<file path="src/rtl/pipe_pkg.sv">
// Shared pipeline definitions: data widths, register-field positions and the
// IF/ID register layout used by the fetch stage and its neighbours.
package pipe_pkg;

    localparam int ADDR_W  = 32;
    localparam int INSTR_W = 32;

    // sll $0,$0,0 -- architecturally a no-op, used as the pipeline bubble
    localparam logic [INSTR_W-1:0] NOP_INSTR = 32'h0000_0000;

    // MIPS rs/rt field positions inside an instruction word
    localparam int RS_MSB = 25;
    localparam int RS_LSB = 21;
    localparam int RT_MSB = 20;
    localparam int RT_LSB = 16;

    typedef struct packed {
        logic [ADDR_W-1:0]  pc;
        logic [ADDR_W-1:0]  pc4;
        logic [INSTR_W-1:0] instr;
        logic               valid;
    } if_id_t;

    // Contents of an empty IF/ID slot
    function automatic if_id_t make_bubble(input logic [INSTR_W-1:0] nop);
        if_id_t b;
        b.pc    = '0;
        b.pc4   = '0;
        b.instr = nop;
        b.valid = 1'b0;
        return b;
    endfunction

endpackage

</file>
<file path="src/rtl/sat_counter.sv">
// Saturating up-counter: counts inc pulses, sticks at all-ones, never wraps.
module sat_counter #(
    parameter int W = 16
) (
    input  logic         clk,
    input  logic         reset_n,
    input  logic         clear,
    input  logic         inc,
    output logic [W-1:0] count
);

    // Count enabled events until the all-ones ceiling is reached
    always_ff @(posedge clk) begin
        // NOTE: registers are written with <= so every flop samples pre-edge values
        if (!reset_n || clear) begin
            count <= '0;
        end else if (inc && (count != {W{1'b1}})) begin
            count <= count + 1'b1;
        end
    end

endmodule

</file>
<file path="src/rtl/fetch_if_id_stage.sv">
// Instruction-fetch stage: PC register and IF/ID pipeline register, steered by
// the load-use stall unit (PCWrite / IF_ID_Write) and by EX-stage redirects.
// Also keeps debug counters for stalls and flushes plus a sticky flag for
// inconsistent stall-unit enables.
module fetch_if_id_stage
    import pipe_pkg::*;
#(
    parameter logic [31:0] RESET_PC  = 32'h0000_0000,
    parameter logic [31:0] NOP_INSTR = pipe_pkg::NOP_INSTR,
    parameter int          CNT_W     = 16
) (
    input  logic               clk,
    input  logic               reset_n,
    input  logic               PCWrite,
    input  logic               IF_ID_Write,
    input  logic               branch_taken,
    input  logic [ADDR_W-1:0]  branch_target,
    output logic [ADDR_W-1:0]  imem_addr,
    input  logic [INSTR_W-1:0] imem_rdata,
    output logic [ADDR_W-1:0]  if_id_pc,
    output logic [ADDR_W-1:0]  if_id_pc4,
    output logic [INSTR_W-1:0] if_id_instr,
    output logic               if_id_valid,
    output logic [4:0]         if_id_rs,
    output logic [4:0]         if_id_rt,
    output logic [CNT_W-1:0]   stall_count,
    output logic [CNT_W-1:0]   flush_count,
    output logic               protocol_err
);

    logic [ADDR_W-1:0] pc;
    logic [ADDR_W-1:0] pc_plus4;
    logic [ADDR_W-1:0] redirect_pc;
    if_id_t            if_id;
    logic              stall_cycle;
    logic              enable_mismatch;
    logic [1:0]        unused_target_lsbs;

    // Redirect targets are word aligned; the low two bits carry no meaning
    assign redirect_pc        = {branch_target[ADDR_W-1:2], 2'b00};
    assign unused_target_lsbs = branch_target[1:0];

    // Wraps naturally modulo 2^32
    assign pc_plus4 = pc + 32'd4;

    // A redirect outranks the stall enables, so it is neither a stall nor a protocol violation
    assign stall_cycle     = !branch_taken && !PCWrite && !IF_ID_Write;
    assign enable_mismatch = !branch_taken && (PCWrite != IF_ID_Write);

    // PC, IF/ID and sticky error register with reset > redirect > enables priority
    always_ff @(posedge clk) begin
        if (!reset_n) begin
            pc           <= RESET_PC;
            if_id        <= make_bubble(NOP_INSTR);
            protocol_err <= 1'b0;
        end else if (branch_taken) begin
            pc    <= redirect_pc;
            if_id <= make_bubble(NOP_INSTR);
        end else begin
            // NOTE: a register not assigned on some path simply holds; in always_ff that is a clock enable, not a latch
            if (PCWrite) begin
                pc <= pc_plus4;
            end
            if (IF_ID_Write) begin
                if_id.pc    <= pc;
                if_id.pc4   <= pc_plus4;
                if_id.instr <= imem_rdata;
                if_id.valid <= 1'b1;
            end
            if (enable_mismatch) begin
                protocol_err <= 1'b1;
            end
        end
    end

    assign imem_addr   = pc;
    assign if_id_pc    = if_id.pc;
    assign if_id_pc4   = if_id.pc4;
    assign if_id_instr = if_id.instr;
    assign if_id_valid = if_id.valid;
    assign if_id_rs    = if_id.instr[RS_MSB:RS_LSB];
    assign if_id_rt    = if_id.instr[RT_MSB:RT_LSB];

    sat_counter #(.W(CNT_W)) u_stall_cnt (
        .clk     (clk),
        .reset_n (reset_n),
        .clear   (1'b0),
        .inc     (stall_cycle),
        .count   (stall_count)
    );

    sat_counter #(.W(CNT_W)) u_flush_cnt (
        .clk     (clk),
        .reset_n (reset_n),
        .clear   (1'b0),
        .inc     (branch_taken),
        .count   (flush_count)
    );

endmodule

</file>
<file path="config.mk">
export PLATFORM = sky130hd
export DESIGN_NAME = fetch_if_id_stage
export DESIGN_NICKNAME = d
export VERILOG_FILES = /design/src/rtl/pipe_pkg.sv /design/src/rtl/sat_counter.sv /design/src/rtl/fetch_if_id_stage.sv
export SDC_FILE = /design/constraint.sdc
export NUM_CORES = 1
export LEC_CHECK = 0
export ABC_AREA = 1
export BUFFER_PORTS_ARGS = -buffer_cell sky130_fd_sc_hd__buf_4
export CORE_MARGIN = 5
export CORE_UTILIZATION = 35
export DETAILED_ROUTE_END_ITERATION = 8
export PLACE_DENSITY_LB_ADDON = 0.12
export SLEW_MARGIN = 25
export SYNTH_ARGS = -nofsm -noshare
export SYNTH_HDL_FRONTEND = slang
export SYNTH_SLANG_ARGS = --single-unit
</file>
<file path="constraint.sdc">
create_clock -name clk -period 2.65 [get_ports clk]
set_input_delay 0.1325 -clock clk [delete_from_list [all_inputs] [get_ports clk]]
set_output_delay 0.1325 -clock clk [all_outputs]
set_load 0.1 [all_outputs]
</file>
==> run metrics <==
Antenna Cells=0; fin util=49.7%; Distinct cells, synth=36; element type at the critical path end=flop; vias in the first global route=between 7,000 and 8,000; max_slew headroom=56.6%; crit-path cells=ha_1 -> nand2_1 -> nor2_4 -> nand2_1 -> nor2_2 -> nand2_1 -> nand2_1 -> nand2_1 -> o21ai_1 -> inv_1; Post-CTS Setup Inserts=0; FF+latch count, synth=156; sequential fraction of the synthesis area=roughly 43%; largest net degree at the start of global routing=50; critical path type=reg2reg; post-synth top area cell=dfxtp_1; cts bufs inserted=17; layout cells sized above 1=about a quarter; grt total ovfl=0; Final ANT Viol Nets=0; met1 usage=between 20% and 30%; Syn Inst Count=between 1,000 and 1,500; CTS Sinks=approximately 160; Root Driver=clkbuf_16; 1st-iter DRT viols=about 380; Max Cap Viol=0; max-slew violation count=0; Most Used Layer, Global Route=met2; Final Critical Period=about 1.8 ns; Max IR drop VDD=between 0.0004 and 0.0005 V; most used cell, CP=nand2_1; final period utilization=approximately 70%; DRT Wirelength=approximately 24,000 um; post-place setup slack=slightly above 0.8 ns; global-route wire length before repair=between 30,000 and 40,000 um; vias per cell=4.67; GR Util met2=between 30 and 40%; Final Hold Viols=0; detailed-route DRC error count=0; cell area after synthesis=about 7300 um^2; CTS H-tree lvls=4; CP Max Fanout=4; DR pass1 iterations=4; sequential share of power=40.3%; GR Util met3=6.40%; status=complete, no violations; clock network fraction of total power=approximately two fifths; nets=approximately 1,400; P_sw=roughly 2.1 mW; most common flop cell mapped by yosys=dfxtp_1; dpl hpwl=about 17,000 um; switching share of power=33.5%; Core ar.=between 20,000 and 25,000 um^2; WP data required=slightly below 3 ns; Reg clk slew, reported paths=~0.070 ns; routed wire length per instance=about 15 um; die area=23,900 um^2; clock latency on the worst-skew pair=approximately 0.43 ns; yosys warns=0; initial antenna violation count=0; global-route total usage across every layer=19.4%; area grow syn2layout=38.4%; RSZ-0062 raised after global routing=no; die width=approximately 150 um; Power Dens Cells=slightly above 600 nW/um^2; Final setup viols=0; Layout Skew=0.0132 ns; Int Power=approximately 4.1 mW; Startpoint Class=flop; Worst Slack Setup Final=between 0.8 and 0.9 ns; TritonCTS clock tree=built; max incr delay on CP=0.41 ns; HP Class=in2reg; Longest Clk Path Bufs=2; Initial Util=a little over a third; Ports=about 240; logic gate share of total power=between 10% and 20%; most common cell after layout, fill and taps aside=nand2_1; Peak Freq=about 550 MHz; Sum Neg Setup Slack=0 ns; EDFF count, synth=0; Leakage=between 4 and 5 nW; IO Port Bufs=roughly 230; post-synth top area share=between 40% and 50%; Mapped Avg Cell Area=roughly 6.9 um^2; WP data arrival=around 2.1 ns; Synth area leaders=dfxtp_1, nand2_1, a21oi_1; post-synthesis async set-or-reset flop share=0%; GPL Wtd Cong=a little under 0.9; die height=154 um; commonest non-fill, non-tap cells in the layout=nand2_1, buf_4, dfxtp_1; slowest stage cell, crit path=dfxtp_1; Row Count=52; worst-margin pin slew=~0.65 ns; total number of vias=7,362
cell type report:
cell class,count,area (um^2)
tap,270,338
inverter,89,334
multi-input combinational,748,3520
sequential,156,3120
clock buffer,18,429
clock inverter,14,158
timing repair buffer,280,2210
fill,2059,10300
synthesized netlist by cell type, types with 5 or more instances:
cell / number
a21oi_1: 112
nand4_1: 10
nor2_2: 8
o21ai_0: 49
nand3_1: 37
a22oi_1: 21
xnor2_1: 9
nor2_4: 8
nand2_2: 5
xor2_1: 15
nand2_1: 324
nor3_1: 7
buf_4: 17
nand3b_1: 5
inv_1: 87
buf_2: 12
a31oi_1: 8
nor2_1: 108
clkbuf_1: 29
dfxtp_1: 156
sequential cells by signal, indices dropped and copies added (netlist names):
register / flops
if_id_pc: 30
u_stall_cnt.count: 16
imem_addr: 30
u_flush_cnt.count: 16
if_id_pc4: 30
protocol_err: 1
if_id_valid: 1
if_id_instr: 32
per-stage QoR:
stage          total power [mW]  std cells  cell area [um^2]  hold slack (ns)
4_1_cts                    6.28       1575             10100          0.00205
5_1_grt                    6.44       1575             10100           0.0195
2_1_floorplan              3.44       1057              7320            0.256
6_report                   6.21       1575             10100           0.0117
3_5_place_dp               3.73       1504              9140            0.402
3_3_place_gp               3.73       1504              9140            0.393
power groups by stage:
stage	Sequential (mW)	Combinational, mW	Clock [mW]
after floorplan	3.09	0.345	0
after global placement	2.56	1.18	0
after detailed placement	2.56	1.18	0
after CTS	2.50	1.23	2.55
after global routing	2.52	1.29	2.64
final	2.50	1.22	2.48
cells by family (layout without fill, tap and decap cells):
group	Yosys count	in the layout	synth area share [%]
buffers and inverters	153	401	9.37
DFF	156	156	42.7
xor gates and xnor gates	25	25	3.10
and+or+nand+nor	521	521	30.1
AOI/OAI and AO/OA	193	193	14.2
adders and majority gates	3	3	0.514
other	1	6	0.0513
timing repair:
item,in CTS,in global routing
gates resized for setup,0,0
setup endpoints to repair,0,0
hold buffers,39,0
endpoints found under the hold margin,39,0
critical path, delay by kind of cell (launching register included):
family          cells  cell delay [ns]
simple gates        7             0.90
flops               1             0.41
fa+ha+maj           1             0.23
compound gates      1             0.12
buf+inv             1             0.05
path summary, 6_finish.rpt:
path	end	from	depth (start not counted)	slack, ns
max	if_id_pc4[24]	imem_addr[3]	10	0.84
min	imem_addr[21]	branch_target[21]	3	0.01
max reg2reg	if_id_pc4[24]	imem_addr[3]	10	0.84
min reg2reg	if_id_instr[4]	if_id_instr[4]	2	0.46
per-layer routing:
| metal | vias up | wire length (um) |
|---|---|---|
| met1 | 3338 | 10700 |
| met2 | 198 | 11300 |
| met3 | 13 | 1730 |
| met4 | 0 | 182 |
| met5 | - | 0 |
| li1 | 3813 | - |
(Power assumes the default switching activity.)
